**config.mk**
```make
export PLATFORM = sky130hd
export DESIGN_NAME = mul_div_unit
export DESIGN_NICKNAME = d
export VERILOG_FILES = /design/src/rtl/mul_div_unit.sv
export SDC_FILE = /design/constraint.sdc
export NUM_CORES = 1
export LEC_CHECK = 0
export BUFFER_PORTS_ARGS = -buffer_cell sky130_fd_sc_hd__buf_2
export CELL_PAD_IN_SITES_DETAIL_PLACEMENT = 0
export CELL_PAD_IN_SITES_GLOBAL_PLACEMENT = 1
export CORE_ASPECT_RATIO = 2
export CORE_MARGIN = 10
export CORE_UTILIZATION = 30
export DETAILED_ROUTE_END_ITERATION = 7
export PLACE_DENSITY = 0.64
export SLEW_MARGIN = 30
export SYNTH_ARGS = -nofsm -noshare
export SYNTH_HDL_FRONTEND = slang
export SYNTH_SLANG_ARGS = --single-unit
```
**constraint.sdc**
```tcl
create_clock -name clk -period 3.3 [get_ports clk]
set_clock_uncertainty 0.1 [all_clocks]
set_input_delay 0.495 -clock clk [delete_from_list [all_inputs] [get_ports clk]]
set_output_delay 0.495 -clock clk [all_outputs]
set_load 0.01 [all_outputs]
```
**src/rtl/mul_div_unit.sv**
```systemverilog
// mul_div_unit: iterative RV32M multiply/divide unit, 33-cycle fixed latency, single outstanding op.
module mul_div_unit #(
    parameter int XLEN = 32,
    parameter int ITER = 32
) (
    input  logic            clk,
    input  logic            rst,
    input  logic            start,
    input  logic            kill,
    input  logic [2:0]      funct3,
    input  logic [XLEN-1:0] op_a,
    input  logic [XLEN-1:0] op_b,
    input  logic [4:0]      rd_in,
    output logic            busy,
    output logic            done,
    output logic [XLEN-1:0] result,
    output logic [4:0]      rd_out
);
    localparam logic [1:0] IDLE   = 2'd0;
    localparam logic [1:0] RUN    = 2'd1;
    localparam logic [1:0] FINISH = 2'd2;
    localparam int CW = $clog2(ITER);
    localparam logic [CW-1:0] LAST = CW'(ITER - 1);
    localparam logic [XLEN-1:0] MIN_NEG = {1'b1, {(XLEN-1){1'b0}}};

    logic [1:0]      state;
    logic [CW-1:0]   cnt;
    logic [2:0]      f3;
    logic [4:0]      rd;
    logic            a_neg, b_neg;
    logic [XLEN-1:0] a_mag, b_mag, hi, lo;

    logic            in_sa, in_sb, in_a_neg, in_b_neg;
    logic [XLEN-1:0] in_a_mag, in_b_mag;
    logic [XLEN:0]   mul_sum, div_sh;
    logic [XLEN-1:0] div_diff;
    logic            div_ge;
    logic [2*XLEN-1:0] prod_s;
    logic [XLEN-1:0] quo_s, rem_s, a_orig, mul_res, div_res, fin_res;
    logic            b_zero, ovf;

    // MUL low word is sign-agnostic, so it shares the signed path with MULH
    always_comb begin
        in_sa    = funct3[2] ? ~funct3[0] : ~(funct3[1] & funct3[0]);
        in_sb    = funct3[2] ? ~funct3[0] : ~funct3[1];
        in_a_neg = in_sa & op_a[XLEN-1];
        in_b_neg = in_sb & op_b[XLEN-1];
        in_a_mag = in_a_neg ? -op_a : op_a;
        in_b_mag = in_b_neg ? -op_b : op_b;
    end

    // hi:lo is the product accumulator for multiply, remainder:quotient for divide
    always_comb begin
        mul_sum  = {1'b0, hi} + (lo[0] ? {1'b0, a_mag} : '0);
        div_sh   = {hi, lo[XLEN-1]};
        div_ge   = div_sh >= {1'b0, b_mag};
        div_diff = div_sh[XLEN-1:0] - b_mag;
    end

    always_comb begin
        prod_s  = (a_neg ^ b_neg) ? -{hi, lo} : {hi, lo};
        quo_s   = (a_neg ^ b_neg) ? -lo : lo;
        rem_s   = a_neg ? -hi : hi;
        a_orig  = a_neg ? -a_mag : a_mag;
        b_zero  = b_mag == '0;
        ovf     = ~f3[0] & a_neg & b_neg & (a_mag == MIN_NEG) & (b_mag == XLEN'(1));
        mul_res = (f3[1:0] == 2'b00) ? prod_s[XLEN-1:0] : prod_s[2*XLEN-1:XLEN];
        div_res = f3[1] ? (b_zero ? a_orig : ovf ? '0 : rem_s)
                        : (b_zero ? '1 : ovf ? MIN_NEG : quo_s);
        fin_res = f3[2] ? div_res : mul_res;
    end

    always_ff @(posedge clk) begin
        if (rst) begin
            state  <= IDLE;
            busy   <= 1'b0;
            done   <= 1'b0;
            result <= '0;
            rd_out <= '0;
            cnt    <= '0;
            f3     <= '0;
            rd     <= '0;
            a_neg  <= 1'b0;
            b_neg  <= 1'b0;
            a_mag  <= '0;
            b_mag  <= '0;
            hi     <= '0;
            lo     <= '0;
        end else begin
            done <= 1'b0;
            if (state != IDLE && kill) begin
                state <= IDLE;
                busy  <= 1'b0;
            end else if (state == IDLE) begin
                if (start && !kill) begin
                    state <= RUN;
                    busy  <= 1'b1;
                    cnt   <= '0;
                    f3    <= funct3;
                    rd    <= rd_in;
                    a_neg <= in_a_neg;
                    b_neg <= in_b_neg;
                    a_mag <= in_a_mag;
                    b_mag <= in_b_mag;
                    hi    <= '0;
                    lo    <= funct3[2] ? in_a_mag : in_b_mag;
                end
            end else if (state == RUN) begin
                if (f3[2]) begin
                    hi <= div_ge ? div_diff : div_sh[XLEN-1:0];
                    lo <= {lo[XLEN-2:0], div_ge};
                end else begin
                    hi <= mul_sum[XLEN:1];
                    lo <= {mul_sum[0], lo[XLEN-1:1]};
                end
                cnt <= cnt + 1'b1;
                if (cnt == LAST) state <= FINISH;
            end else begin
                result <= fin_res;
                rd_out <= rd;
                done   <= 1'b1;
                busy   <= 1'b0;
                state  <= IDLE;
            end
        end
    end
endmodule

```
==> impl_summary.md <==
Cells and area
The area growth from synthesis to layout is 27.4%. The share of final-layout standard cells stronger than drive strength 1 is 0.234. In the final layout, the multi-input gates occupy 12,300 sq um. Across the whole layout, storage elements account for 3700 sq um. The final non-filler cell total is between 3,000 and 4,000. For this run, the share of the core covered by cells in the final layout is 0.385. The antenna cell count is 0. The number of inserted filler cells in the final layout is 5,737. The number of nets in the layout is 2,731.

Die
The die height is about 350 um. The area of the core is 54,400 sq um. The starting density of the core is 0.303. The die width is 186 um.

The number of rows created at floorplan is 121. The floorplan step defined a die boundary enclosing 65,200 sq um. The number of primary I/O pins is 115.

Detailed routing
The detailed router finished its first iteration with between 1,000 and 1,500 violations. After detailed routing, the number of remaining DRC violations is 0. The detailed-router iteration count before antenna repair is 6.

The residual antenna-violating net count after detailed routing is 0. The vias per cell is approximately 5.7. Wires add up to 84.5 mm.

In the final routed layout, each cell accounts on average for 25.8 um. Across all layers, the routed design uses 18,700 vias.

Place
The post-placement cell count is 3,232. The count of input and output buffers is 114. Once detailed placement completed, the half-perimeter wirelength came to 69.2 mm. The congestion estimate from routability-driven global placement came to 1.00.

Critical path
The largest individual stage delay along the critical path comes from the cell sky130_fd_sc_hd__fa_2. The arrival time of data at the critical path endpoint is 3.73 ns. The biggest cell delay along the critical path is 0.36 ns. The dominant cell type by count on the critical path is sky130_fd_sc_hd__a31oi_4. The family with the most delay on the worst path is compound AO/OA/AOI/OAI gates.

STA classifies the critical path startpoint as a flop. The maximum fanout along the worst path is 3. The data required time of the worst path is 3.58 ns. The number of buffers and inverters on the critical path is 3.

Traced cell by cell, the critical path runs through inv_2 > nor2_2 > ha_2 > inv_2 > fa_2 > nand2b_4 > a21o_1 > a31oi_4 > a31oi_4 > o41ai_2 > buf_4 > o31a_1 > a41o_1 > a31oi_4 > o21a_1 > o31ai_1. The endpoint type of the worst setup path is a flop. The kind of critical path is reg -> reg.

GRT
The number of global-route vias before repair is 19,200. The number of antenna violations at the first check in global routing came to 0. The first global-routing pass estimated 123 mm of wire.

In the global route stage, overall resource usage came out at 0.256. Entering global routing, the biggest net connects 76 pins. Global routing finished with a remaining overflow of 0.

Timing
The final period utilization is 1.04. The highest clock rate is 290 MHz. The final hold violation count is 0. The final period demand of the worst path is 3.44 ns.

The transition time at the pin with the least slew margin is 0.888 ns. Measured against its own limit, the worst slew margin works out to 0.391. Adding up every negative setup slack in the final design gives -0.356 ns. Setup repair after global routing could not meet its margin everywhere. Setup violations remaining at the end of the flow were counted as 4. The max-slew violation total from the final report was 0. In the post-route analysis, the smallest setup slack over all paths is -0.143 ns.

Clock network
Clock-pin slew was measured on the worst setup and hold paths at 0.08 ns. The buffer levels on the longest clock path is 2. Hold repair after CTS inserted 0 buffers. CTS built an H-tree with a depth of 4. TritonCTS built the clock tree.

The clock root buffer master is sky130_fd_sc_hd__clkbuf_16. The clock reaches the later pin of the worst-skew pair after 0.48 ns. The number of buffers created by CTS is 17. The CTS sink count is 184.

Synth
After synthesis the cells add up to 16,400 sq um. The prevailing post-synth register cell is sky130_fd_sc_hd__dfxtp_1. The average cell area after synthesis is around 7.2 sq um.

The count of yosys warnings during synthesis is 0. Counting flops with a built-in enable in the synthesized netlist gives 0. Synthesis produced a netlist with a net count of 2,425. Synthesis produced 2,276 cells. Counting flops and latches in the post-synthesis netlist gives 184. The share of the Yosys chip area taken by registers is 0.224. Counting flops with an async set or reset pin after synthesis yields a share of 0. In this run, distinct cell masters in the synthesized netlist total 82.

Power
The switching power share of the total is 0.380. The worst voltage drop across the vdd grid is 0.302 mV. Summed over all cells, the static leakage comes to 8.64 nW. The internal portion of the total power is 4.38 mW.

The cell area power density is between 300 and 400 nW/um^2. Of the total power, combinational logic draws 0.326. The share of power burned in registers is 0.345. The share of total power dissipated in the clock network is 0.329.

The net switching power of the design is between 2 and 3 mW.

Min path
The kind of path behind the tightest hold check is in -> reg.

Job
Max-cap violations in this run came to 0.

Outcome
The run finished, with violations left. The final reports fail on setup timing.
## worst reg2reg max path, delay by kind of cell (launching register included)
kind            cells  cell delay (ns)
compound gates      9             1.84
fa+ha+maj           2             0.56
flops               1             0.35
buf+inv             3             0.25
simple gates        2             0.25
## through the flow
step                      instance area (sq um)  total power, mW  setup WS [ns]  hold WS, ns
after floorplan                           16400             3.61         0.0280        0.332
after global placement                    19900             4.68         -0.156        0.335
after detailed placement                  19900             4.70         -0.182        0.331
after CTS                                 20600             6.99        -0.0627        0.172
after global routing                      21000             7.32         -0.295        0.193
final                                     21000             7.06         -0.143        0.178
## path summary, 6_finish.rpt
kind,from,end,slack (ns),cells after the start
setup reg to reg,lo[0],hi[31],-0.14,16
setup / recovery,lo[0],hi[31],-0.14,16
hold / removal,rd_in[4],rd[4],0.18,3
hold reg to reg,result[9],result[9],0.35,2
## state kept, by name, indices dropped and copies added, names as in the netlist, 2 cells and up
signal  cells
result     32
a_mag      32
cnt         5
hi         32
rd          5
state       2
f3          3
lo         32
rd_out      5
b_mag      32
## layout make-up
type | instances | share of cell area
Sequential cell | 184 | 0.177
Clock inverter | 15 | 0.00956
Timing Repair Buffer | 459 | 0.156
Multi-Input combinational cell | 1857 | 0.586
Inverter | 63 | 0.0113
Clock buffer | 17 | 0.0203
Tap cell | 676 | 0.0404
## synth_stat cells (10+ instances only)
cell type,number,area (sq um)
sky130_fd_sc_hd__or2_2,10,62.6
sky130_fd_sc_hd__a21o_1,39,293
sky130_fd_sc_hd__a22oi_1,11,82.6
sky130_fd_sc_hd__mux2i_1,62,621
sky130_fd_sc_hd__o221ai_1,18,158
sky130_fd_sc_hd__a211oi_1,98,736
sky130_fd_sc_hd__nand4_1,18,113
sky130_fd_sc_hd__dfxtp_1,184,3680
sky130_fd_sc_hd__buf_2,11,55.1
sky130_fd_sc_hd__clkbuf_1,146,548
sky130_fd_sc_hd__nor3_1,61,305
sky130_fd_sc_hd__a22o_1,10,87.6
sky130_fd_sc_hd__o41ai_1,19,166
sky130_fd_sc_hd__or3_1,24,150
sky130_fd_sc_hd__and2_1,35,219
sky130_fd_sc_hd__buf_1,13,48.8
sky130_fd_sc_hd__a31oi_1,25,156
sky130_fd_sc_hd__nand2b_1,20,125
sky130_fd_sc_hd__o21a_1,12,90.1
sky130_fd_sc_hd__a21oi_1,181,906
sky130_fd_sc_hd__o21ai_0,169,846
sky130_fd_sc_hd__or4_1,18,135
sky130_fd_sc_hd__o31ai_1,31,233
sky130_fd_sc_hd__inv_1,62,233
sky130_fd_sc_hd__nor2_1,234,878
sky130_fd_sc_hd__nand2_1,253,950
sky130_fd_sc_hd__nand3_1,42,210
sky130_fd_sc_hd__xnor2_1,117,1020
sky130_fd_sc_hd__o211ai_1,22,165
sky130_fd_sc_hd__nor4_1,24,150
sky130_fd_sc_hd__xor2_1,109,955
sky130_fd_sc_hd__ha_1,71,888
## placed cells by master (no fill, tap or decap), drive strengths merged, types with 8 or more instances in the layout
master / instances
a211oi: 98
o21ai: 175
and2: 35
xnor2: 117
nor4: 27
nand2b: 21
dfxtp: 184
o31ai: 32
a31oi: 25
a22o: 10
o211ai: 22
xor2: 109
buf: 459
nor3: 63
nand4: 18
nor2b: 8
clkbuf: 17
nand2: 254
o221ai: 18
a21oi: 182
nand3: 42
a22oi: 11
or2: 12
nor2: 234
inv: 72
o41ai: 20
or3: 26
a21o: 39
mux2i: 62
or4: 20
ha: 71
o21a: 12
## power by group through the flow
stage                     logic [mW]  registers, mW  clock network, mW
after floorplan                 1.17           2.44                  0
after global placement          2.20           2.48                  0
after detailed placement        2.21           2.49                  0
after CTS                       2.22           2.43               2.34
after global routing            2.46           2.45               2.41
final                           2.30           2.44               2.32
## repair_timing
action                     in CTS  in global routing
resized for setup              11                 83
pin swaps                       1                 30
setup endpoints to repair      11                 44
buffers inserted                1                  6
## per-layer routing
| layer | share of wire | up-vias | global-route usage |
|---|---|---|---|
| met5 | 0 | - | 0 |
| met4 | 0.10 | 0 | 0.225 |
| met3 | 0.040 | 250 | 0.0358 |
| met2 | 0.52 | 667 | 0.471 |
| met1 | 0.34 | 8939 | 0.241 |
| li1 | - | 8843 | - |
## kinds of logic after synthesis
kind of cell	share of synthesized area
AOI/OAI and AO/OA	0.275
xor gates and xnor gates	0.120
adders and majority gates	0.0565
buffers and inverters	0.0550
DFF	0.224
muxes	0.0425
and+or+nand+nor	0.226
No activity file was read; power rests on OpenSTA's default activity.
